$ cat src/rtl/byte_serial_add_pkg.sv
// byte_serial_add_pkg: shared types and constants for the byte-serial adder
// controller.
//   state_t    : controller FSM state encoding (IDLE, SETTLE, DONE)
//   BYTE_W     : width of one adder step (8)
//   cnt_width(): width of the settle counter, which counts down from
//                SETTLE_CYCLES-1 to 0. The result is never less than 1 bit.
package byte_serial_add_pkg;

  localparam int BYTE_W = 8;

  typedef enum logic [1:0] {
    IDLE   = 2'd0,
    SETTLE = 2'd1,
    DONE   = 2'd2
  } state_t;

  function automatic int cnt_width(input int settle_cycles);
    return (settle_cycles > 2) ? $clog2(settle_cycles) : 1;
  endfunction

endpackage

$ cat src/rtl/dut.sv
// dut: gate-level 8-bit ripple-carry adder built from full-adder cells.
// Ports:
//   ain, bin [7:0] : addends
//   cin            : carry-in to bit 0
//   sum     [7:0]  : sum
//   cout           : carry-out of bit 7
// It is purely combinational. Its outputs are valid only after the carry
// has rippled through all eight stages.
module dut (
  input  logic [7:0] ain,
  input  logic [7:0] bin,
  input  logic       cin,
  output logic [7:0] sum,
  output logic       cout
);

  logic [8:0] c;

  assign c[0] = cin;

  for (genvar i = 0; i < 8; i++) begin : g_fa
    logic p;
    assign p        = ain[i] ^ bin[i];
    assign sum[i]   = p ^ c[i];
    assign c[i + 1] = (ain[i] & bin[i]) | (p & c[i]);
  end

  assign cout = c[8];

endmodule

$ cat src/rtl/byte_serial_add_ctrl.sv
// byte_serial_add_ctrl: performs an (8*NBYTES)-bit add by stepping one
// shared 8-bit ripple adder across the operands, least-significant byte
// first. Each byte is held on the adder for SETTLE_CYCLES clocks before
// the sum byte and carry are captured.
//
// Parameters:
//   NBYTES        : operand width in bytes (>= 1)
//   SETTLE_CYCLES : clocks each byte is held on the adder (>= 1)
// Ports:
//   clk, rst_n        : rising-edge clock, asynchronous active-low reset
//   in_valid/in_ready : operand handshake (a, b, cin[, sub])
//   out_valid/out_ready : result handshake (sum, cout)
//   busy              : high whenever the FSM is not in IDLE
//   state_dbg         : current FSM state, for observation only
// Build option:
//   BSA_SUB_EN : adds the 'sub' input. When sub=1, B is inverted into the
//                adder and the initial carry is forced to 1, giving a-b.
//
// Handshakes: a transfer happens on a rising edge where valid && ready.
// in_ready depends only on state, never on in_valid. out_valid stays high
// and sum/cout hold until out_ready is seen. A new operand is never
// accepted on the edge that completes the output handshake.
module byte_serial_add_ctrl
  import byte_serial_add_pkg::*;
#(
  parameter int NBYTES        = 4,
  parameter int SETTLE_CYCLES = 10
) (
  input  logic                     clk,
  input  logic                     rst_n,
  input  logic                     in_valid,
  output logic                     in_ready,
  input  logic [8*NBYTES-1:0]      a,
  input  logic [8*NBYTES-1:0]      b,
  input  logic                     cin,
`ifdef BSA_SUB_EN
  input  logic                     sub,
`endif
  output logic                     out_valid,
  input  logic                     out_ready,
  output logic [8*NBYTES-1:0]      sum,
  output logic                     cout,
  output logic                     busy,
  output logic [1:0]               state_dbg
);

  localparam int CW = cnt_width(SETTLE_CYCLES);
  localparam int IW = (NBYTES > 1) ? $clog2(NBYTES) : 1;
  localparam logic [CW-1:0] CNT_INIT = CW'(SETTLE_CYCLES - 1);
  localparam logic [IW-1:0] IDX_LAST = IW'(NBYTES - 1);

  if (NBYTES < 1) begin : g_bad_nbytes
    $error("byte_serial_add_ctrl: NBYTES must be >= 1");
  end
  if (SETTLE_CYCLES < 1) begin : g_bad_settle
    $error("byte_serial_add_ctrl: SETTLE_CYCLES must be >= 1");
  end

  state_t state, state_next;

  logic [NBYTES-1:0][BYTE_W-1:0] a_r, b_r, sum_r;
  logic [IW-1:0]                 idx;
  logic [CW-1:0]                 cnt;
  logic                          carry;
  logic                          cout_r;
`ifdef BSA_SUB_EN
  logic                          sub_r;
`endif

  logic              accept;
  logic              capture;
  logic [BYTE_W-1:0] add_a, add_b, add_s;
  logic              add_c, add_co;

  dut u_adder (
    .ain  (add_a),
    .bin  (add_b),
    .cin  (add_c),
    .sum  (add_s),
    .cout (add_co)
  );

  always_ff @(posedge clk or negedge rst_n) begin
    if (!rst_n) state <= IDLE;
    else        state <= state_next;
  end

  // The adder only sees registered operand bytes, so nothing from a/b
  // reaches sum combinationally. Outside SETTLE its inputs are held at 0.
  always_comb begin
    state_next = state;
    in_ready   = 1'b0;
    out_valid  = 1'b0;
    accept     = 1'b0;
    capture    = 1'b0;
    add_a      = '0;
    add_b      = '0;
    add_c      = 1'b0;
    case (state)
      IDLE: begin
        in_ready = 1'b1;
        if (in_valid) begin
          accept     = 1'b1;
          state_next = SETTLE;
        end
      end
      SETTLE: begin
        add_a = a_r[idx];
`ifdef BSA_SUB_EN
        add_b = b_r[idx] ^ {BYTE_W{sub_r}};
`else
        add_b = b_r[idx];
`endif
        add_c = carry;
        if (cnt == '0) begin
          capture = 1'b1;
          if (idx == IDX_LAST) state_next = DONE;
        end
      end
      DONE: begin
        out_valid = 1'b1;
        if (out_ready) state_next = IDLE;
      end
      default: state_next = IDLE;
    endcase
  end

  always_ff @(posedge clk or negedge rst_n) begin
    if (!rst_n) begin
      a_r    <= '0;
      b_r    <= '0;
      sum_r  <= '0;
      idx    <= '0;
      cnt    <= '0;
      carry  <= 1'b0;
      cout_r <= 1'b0;
`ifdef BSA_SUB_EN
      sub_r  <= 1'b0;
`endif
    end else if (accept) begin
      a_r   <= a;
      b_r   <= b;
      idx   <= '0;
      cnt   <= CNT_INIT;
`ifdef BSA_SUB_EN
      sub_r <= sub;
      carry <= sub ? 1'b1 : cin;
`else
      carry <= cin;
`endif
    end else if (state == SETTLE) begin
      if (capture) begin
        sum_r[idx] <= add_s;
        carry      <= add_co;
        if (idx == IDX_LAST) begin
          cout_r <= add_co;
        end else begin
          idx <= idx + 1'b1;
          cnt <= CNT_INIT;
        end
      end else begin
        cnt <= cnt - 1'b1;
      end
    end
  end

  assign sum       = sum_r;
  assign cout      = cout_r;
  assign busy      = (state != IDLE);
  assign state_dbg = state;

endmodule

$ cat config.mk
export PLATFORM = sky130hd
export DESIGN_NAME = byte_serial_add_ctrl
export DESIGN_NICKNAME = d
export VERILOG_FILES = /design/src/rtl/byte_serial_add_pkg.sv /design/src/rtl/dut.sv /design/src/rtl/byte_serial_add_ctrl.sv
export SDC_FILE = /design/constraint.sdc
export NUM_CORES = 1
export LEC_CHECK = 0
export ABC_AREA = 1
export CORE_ASPECT_RATIO = 0.9
export CORE_UTILIZATION = 30
export DETAILED_ROUTE_END_ITERATION = 7
export GPL_ROUTABILITY_DRIVEN = 0
export MAX_ROUTING_LAYER = met4
export PLACE_DENSITY_LB_ADDON = 0.05
export SYNTH_ARGS = -nofsm -noshare
export SYNTH_HDL_FRONTEND = slang
export SYNTH_SLANG_ARGS = --single-unit
$ cat constraint.sdc
create_clock -name clk -period 9.21 [get_ports clk]
set_input_delay 1.842 -clock clk [delete_from_list [all_inputs] [get_ports clk]]
set_output_delay 1.842 -clock clk [all_outputs]
set_load 0.02 [all_outputs]
# Yosys cells after proc, flatten, opt, wreduce, memory -nomap -nowiden
# Index checks and enable logic that the tools add are counted.
# word_totals
ff_bits,106
in_bits,69
output_inout_bits,38
# op_classes
add_sub_neg,2
order_cmp,2
eq_ne,9
mux,32
n_bitwise,41
reduce_logical,12
# op_table
cell,count
8-bit 2-to-1 mux,5
8-bit binary-select mux with 2-bit select,2
32-bit bitwise mux,1
1-bit bitwise AND,16
8-bit demux with 2-bit select,1
2-bit 2-to-1 mux,8
4-bit 2-to-1 mux,4
1-bit bitwise XOR,16
1-bit 2-to-1 mux,10
"2-bit != test, second input constant",5
1-bit bitwise OR,8
4-bit AND reduction,2
2-bit one-hot mux with 3 select lines,1
3-bit AND reduction,2
2-bit nonzero test,3
"2-bit equality test, second input constant",2
4-bit logical NOT,1
2-bit AND reduction,2
"4-bit by 1-bit subtractor with 4-bit output, second input constant",1
"2-bit by 3-bit < comparator with 1-bit output, second input constant",1
"3-bit != test, second input constant",1
"2-bit by 1-bit adder with 2-bit output, second input constant",1
"2-bit by 1-bit equality test with 1-bit output, second input constant",1
"2-bit by 1-bit >= comparator with 1-bit output, second input constant",1
other kinds (3),3

# Longest topological paths before layout
# Gate-level depths: netlist (run 1).
# depth
word_depth,23
mapped_depth,15
depth_no_buf,14

# Hierarchy
# Synthesis (run 1) repeated with hierarchy kept, for this count alone.
# hier_totals
cells_unflattened,603
area_unflattened_um2,5076.1
# by_module_without_submodules
module,instances,cells_each,area_per_inst_um2,seq_area_each_um2
byte_serial_add_ctrl,1,585,4878.4,2652.5
dut,1,18,197.7,0.0

# Least setup slack after synthesis (run 1)
# OpenSTA, ideal clock, no wires.
# synth_timing
path_kind,reg-to-reg
from,register idx[0]
to,"register sum_r, in the netlist sum[15]"
setup_ns,0.124
arrival_ns,4.325
t_required_ns,9.086
setup_slack_ns,4.761
stages_incl_launch_ff,15
period_less_slack_ns,4.449
cell_sequence,dfrtp_1 inv_1 clkbuf_1 o21ai_0 a21oi_1 fa_1 inv_1 fa_1 fa_1 fa_1 fa_1 fa_1 fa_1 fa_1 o21ai_1
# synth_via
elab_chain_cells,20
word_cells_on_any_way,42
cone_classes,order compare (2); mux (9); bitwise (30); reduce/logical (1)
# synth_lines
element,line,text
from (decl),byte_serial_add_ctrl.sv:62,logic [IW-1:0] idx;
from (signal assigned),byte_serial_add_ctrl.sv:158,idx <= idx + 1'b1;
8-bit binary-select mux with 2-bit select (on tied branches),"byte_serial_add_ctrl.sv:108, byte_serial_add_ctrl.sv:112",
8-bit 2-to-1 mux (on tied branches),"byte_serial_add_ctrl.sv:108, byte_serial_add_ctrl.sv:112",
8-bit 2-to-1 mux,byte_serial_add_ctrl.sv:99,case (state)
1-bit bitwise XOR,dut.sv:23,assign p = ain[i] ^ bin[i];
1-bit bitwise AND,dut.sv:25,assign c[i + 1] = (ain[i] & bin[i]) | (p & c[i]);
1-bit bitwise OR,dut.sv:25,
1-bit bitwise AND,dut.sv:25,
1-bit bitwise OR,dut.sv:25,
[... 4 more ...],n/a,
1-bit bitwise AND,dut.sv:25,
1-bit bitwise OR,dut.sv:25,
1-bit bitwise AND,dut.sv:25,
1-bit bitwise OR,dut.sv:25,
1-bit bitwise AND,dut.sv:25,
1-bit bitwise OR,dut.sv:25,
1-bit bitwise XOR,dut.sv:24,assign sum[i] = p ^ c[i];
32-bit bitwise mux (*),byte_serial_add_ctrl.sv:153,sum_r[idx] <= add_s;
"to (signal, indexed assignment)",byte_serial_add_ctrl.sv:153,
to (decl),byte_serial_add_ctrl.sv:61,"logic [NBYTES-1:0][BYTE_W-1:0] a_r, b_r, sum_r;"
# Every way passes the cells marked *; elsewhere a longest branch is shown, timed or not. The select of a mux whose other input is x is not followed.
# A chain may end at the register's enable or synchronous reset.

# Worst setup path in the final report (run 1)
# layout_timing
from,register idx[1]
to,"register sum_r, in the netlist sum[23]"
# The elaborated chain is that of the path after synthesis.

==> metrics.txt, run 1 <==
status completed; gr usage total 17.2%; top_reg_cell synth dfrtp_1; Yosys reg bits 106; Sink Count 106; DR WL met2 5660 microns; final setup vio count 0; worst path required time 9450 ps; kind of critical path reg2reg; YS warnings 0; LEAKAGE 0.00307 uW; wire length on met3 601 microns; Max clock buf depth 2; Slew headroom a little under a third; cts repair resizes 0; DRC violations left 0; final setup TNS 0 ps; Worst-Margin Slew 1030 ps; Routed wire per std cell 14.9 microns; syn nets 647; period utilization 55.4%; Post-Syn Instances 565; Post-Route M1 WL 6470 microns; Synth area leader dfrtp_1; Worst setup EP type flip-flop; Post-CTS Setup Bufs 0; remaining antenna violation count 0; Mapped Area 4830 sq um; minimum clock period 5100 ps; cell area after layout 6390 sq um; clock root cell clkbuf_16; insertion delay to the later sink of the worst-skew pair 350 ps; synth-to-layout area growth 32.2%; Mapped Avg Cell Area 8.55 sq um; Top Layer Used met4; DRT Wirelength about 13000 microns; core area 15600 sq um; initial antenna violation count 0; TritonCTS Buffers 9; Ant. Diodes 0; Hold Path Class reg2reg; arrival time of the worst setup path 5350 ps; Max Slew Vio Count 0; top-count cell post-synth nand2_1; FMAX between 150 and 200 MHz; vias in the first global route 3951; Max Fanout on Critical Path 20; die height 122 microns; die area 16600 sq um; layout cell share with drive strength beyond 1 5.89%; worst vdd ir approximately 0.00016 V; sequential fraction of the synthesis area 54.9%; first-pass GRT wire length 20800 microns; Synth cell types 27; Worst-path clk slew 70 ps; drt via density 4.57; cts-stage hold buffer count 0; maxcap violations 0; Synth area leaders dfrtp_1, nand2_1, fa_1; Final Core Density 40.9%; gr ovfl total 0; Worst Skew 9.18 ps; DR pass1 iterations 4; post-placement worst setup slack 4160 ps; placed wire-length estimate 9120 microns; ys async rst share 100%; CTS tree yes; CP startpoint kind flip-flop; Die Wd 136 microns; largest net degree at the start of global routing 74; initial core utilization a little under a third; Final Hold Viols 0; number of I/O pins 107; PwrDens 373 nW/um^2; input/output buffers roughly 110; Iteration-0 DRC Markers 191; EDFF count, synth 0; Post-synth top cells nand2_1, dfrtp_1, nor2_1, o21ai_0, o21ai_1; RSZ-0062 raised after global routing no; worst setup margin 4110 ps; Area after DPL 6020 sq um; DR vias approximately 4000; top cell type's share of synthesized area 54.9%; Core Rows 43; NumNets Final 739; H-tree depth 3
## report_power, final
part	switching [uW]	internal, uW	leakage, uW	total [uW]
Sequential	144	664	0.00134	807
Clock	172	300	0.000180	472
Combinational	686	419	0.00155	1100
## final timing paths
path	start	end	slack, ps	cells after the start
max	idx[1]$_DFFE_PN0P_	sum[23]$_DFFE_PN0P_	4110	14
min	a_r[23]$_DFFE_PN0P_	a_r[23]$_DFFE_PN0P_	480	2
max reg2reg	idx[1]$_DFFE_PN0P_	sum[23]$_DFFE_PN0P_	4110	14
min reg2reg	a_r[23]$_DFFE_PN0P_	a_r[23]$_DFFE_PN0P_	480	2
max in group asynchronous	rst_n	sum[19]$_DFFE_PN0P_	6520	2
min in group asynchronous	rst_n	sum[20]$_DFFE_PN0P_	1520	1
## cell families (layout without fill, tap and decap cells)
logic type | after synthesis | count (layout) | share of synthesized area (%)
adder cells (fa/ha/maj) | 13 | 13 | 4.61
buffers and inverters | 41 | 138 | 4.04
XOR/XNOR | 1 | 1 | 0.181
flip-flops | 106 | 106 | 54.9
AND/OR/NAND/NOR | 319 | 319 | 26.2
AO/OA/AOI/OAI | 85 | 85 | 10.0
## metal layers
layer  vias to the layer above  global-route usage, %
met3                        14                   4.38
met5                         -                      -
li1                       1975                      -
met2                        96                   24.7
met4                         0                   4.56
met1                      1865                   24.0
## layout by cell type (no fill, tap or decap)
master	Yosys	routed
o21ai_1	25	25
o21ai_2	10	10
nand2_4	4	4
o211ai_1	1	1
nor2_1	42	42
clkinv_2	0	1
o31ai_1	1	1
inv_2	1	1
xnor2_1	1	1
nor2_2	1	1
nand3_1	8	8
clkdlybuf4s50_1	0	105
a21oi_1	3	3
clkbuf_1	18	1
nor3_1	2	2
dfrtp_1	106	106
o21ai_0	31	31
fa_1	8	8
nand2_2	3	3
ha_1	5	5
bufinv_16	0	4
nor2_8	1	1
inv_1	12	12
nand2_1	257	257
clkbuf_8	0	1
buf_4	2	4
nand4_1	1	1
o22ai_1	14	14
clkbuf_16	0	9
## layout make-up
class                      instances  area, sq um
multi-input combinational        418         1990
inverter                          13         48.8
clock buffer                      11          243
sequential                       106         2650
tap                              202          253
fill                            1607         9210
timing repair buffer             109         1080
clock inverter                     5          125
## critical path: stages (launching register included)
cell	delay [ps]
dfrtp_1	710
inv_1	440
nor2_1	180
o21ai_0	100
a21oi_1	240
fa_1	210
inv_1	50
fa_1	370
fa_1	390
fa_1	410
fa_1	390
fa_1	390
fa_1	390
fa_1	590
o21ai_1	100
## registers in the layout, indices dropped and copies added (netlist names)
| register | cells |
|---|---|
| cout | 1 |
| state_dbg | 2 |
| carry | 1 |
| idx | 2 |
| cnt | 4 |
| b_r | 32 |
| sum | 32 |
| a_r | 32 |
## per-stage QoR
step,hold slack (ps),instances,power [uW]
finish,483,864,2380
global route,505,864,2580
CTS,483,864,2430
detailed placement,465,848,1940
global placement,467,848,1930
floorplan,444,565,1480
Power figures use the tool's default switching activity.
==> run 2, diff against run 1 <==
clock period = 4.85 ns   (was 9.21 ns; I/O delays follow)
==> metrics.txt, run 2 (synthesized netlist as in run 1, its figures left out) <==
Ant. Diodes 0; grt met1 use between 20% and 30%; Worst path most repeated cell fa_1; H-tree depth 3; cts-stage hold buffer count 0; worst hold start sum[29]$_DFFE_PN0P_; critical path startpoint idx[0]$_DFFE_PN0P_; RSZ-0062 raised after global routing no; final setup vio count 0; met3 usage 4.21%; post-placement worst setup slack 343 ps; Hold Path Class reg2reg; cts repair resizes 0; Worst-path clk slew 70 ps; placed wire-length estimate 9350 microns; number of I/O pins between 100 and 150; DR vias around 3900; Worst-Margin Slew 1050 ps; Max Fanout on Critical Path 11; gr usage total 17.2%; CP max stage delay 590 ps; vias in the first global route just under 4000; worst hold path cell count 2; gr ovfl total 0; DR pass1 iterations 4; synth-to-layout area growth 31.8%; WHS ~490 ps; layout cell share with drive strength beyond 1 roughly 6.7%; Core Rows 43; Slew headroom between 20% and 30%; core area 15600 sq um; drt via density roughly 4.5; Clk pwr share 16.6%; TritonCTS Buffers 9; Iteration-0 DRC Markers 303; period utilization a little over nine tenths; initial core utilization 31.0%; Crit path depth 13; most frequent cells in the layout nand2_1, dfrtp_1, clkdlybuf4s50_1, nor2_1, o21ai_0; FMAX around 220 MHz; worst path required time 5090 ps; largest net degree at the start of global routing 77; switching share of power 43.4%; NumNets Final 746; final setup TNS 0 ps; most common cell after layout, fill and taps aside nand2_1; Routed wire per std cell about 15 microns; Max Slew Vio Count 0; GRT met2 Usage 23.9%; CP startpoint kind flip-flop; crit-path leading delay family adder cells; Worst Skew 5.52 ps; slowest CP cell fa_1; die area about 17000 sq um; worst path bufs/invs 2; Switch Pwr roughly 1900 uW; GR peak layer met1; Comb pwr share 48.7%; Fill cells 1600; arrival time of the worst setup path between 4000 and 5000 ps; Post-CTS Setup Bufs 0; worst vdd ir slightly below 0.0004 V; Reg2Reg Launch Point idx[0]$_DFFE_PN0P_; kind of critical path reg2reg; DRT Wirelength about 13000 microns; insertion delay to the later sink of the worst-skew pair 360 ps; remaining antenna violation count 0; status completed; Die Wd 136 microns; Sink Count 106; clock root cell clkbuf_16; Int Pwr roughly 2500 uW; CTS tree yes; maxcap violations 0; FF-to-FF path depth 13; Final Hold Viols 0; Max clock buf depth 2; worst-path cell chain inv_1, buf_4, o21ai_0, o22ai_1, nand2_1, fa_1, fa_1, fa_1, fa_1, fa_1, fa_1, fa_1, o21ai_1; initial antenna violation count 0; input/output buffers 106; DRC violations left 0; worst setup margin 300 ps; Seq pwr share a little over a third; die height between 100 and 150 microns; Worst setup EP type flip-flop; first-pass GRT wire length 20600 microns; LEAKAGE 0.00306 uW; minimum clock period between 4000 and 5000 ps; PwrDens 694 nW/um^2
## run 2: changes by cell type in the layout (fill, tap and decap cells not counted), sizes merged
cell      delta
clkbuf       +1
bufinv       -3
buf          +7
clkinvlp     +1
clkinv       +1
## run 2: worst paths after layout
| check | endpoint | slack (ps) |
|---|---|---|
| worst min-delay path | sum[29]$_DFFE_PN0P_ | 490 |
| min in group asynchronous | sum[18]$_DFFE_PN0P_ | 750 |
| worst min register to register | sum[29]$_DFFE_PN0P_ | 490 |
| worst max register to register | sum[7]$_DFFE_PN0P_ | 300 |
| worst max-delay path | sum[7]$_DFFE_PN0P_ | 300 |
| max in group asynchronous | sum[3]$_DFFE_PN0P_ | 3080 |
## run 2: per-stage QoR
step                      total power (uW)  std cells  utilization (%)  area, sq um
final                                 4420        871             40.8         6370
after floorplan                       2820        565                -         4830
after global placement                3710        855             38.9         6070
after CTS                             4490        871             40.8         6370
after global routing                  4790        871             40.8         6370
after detailed placement              3730        855             38.9         6070
## run 2: power groups by stage
stage                     clock [uW]  sequential [uW]  combinational [uW]
after global placement             0             1560                2140
after detailed placement           0             1550                2180
after CTS                        758             1540                2190
after floorplan                    0             1560                1260
final                            734             1530                2150
after global routing             787             1580                2410
## run 2: final cells by class
| cell class | instances | area [sq um] | share of cell area, % |
|---|---|---|---|
| Sequential cell | 106 | 2650 | 41.6 |
| Tap cell | 202 | 253 | 3.97 |
| Multi-Input combinational cell | 418 | 1990 | 31.2 |
| Clock inverter | 4 | 51.3 | 0.805 |
| Clock buffer | 12 | 246 | 3.87 |
| Inverter | 13 | 48.8 | 0.766 |
| Timing Repair Buffer | 116 | 1130 | 17.8 |
## run 2: metal layers
metal,share of wire [%],wire length (microns)
met4,1.1,143
met3,5.0,648
met2,43,5580
met1,51,6560
met5,0,0
## run 2: worst min-delay path: cells and delay by family, from the launching register on
kind             cells  cell delay [ps]
flip-flops           1              350
AND/OR/NAND/NOR      1               60
AO/OA/AOI/OAI        1               50
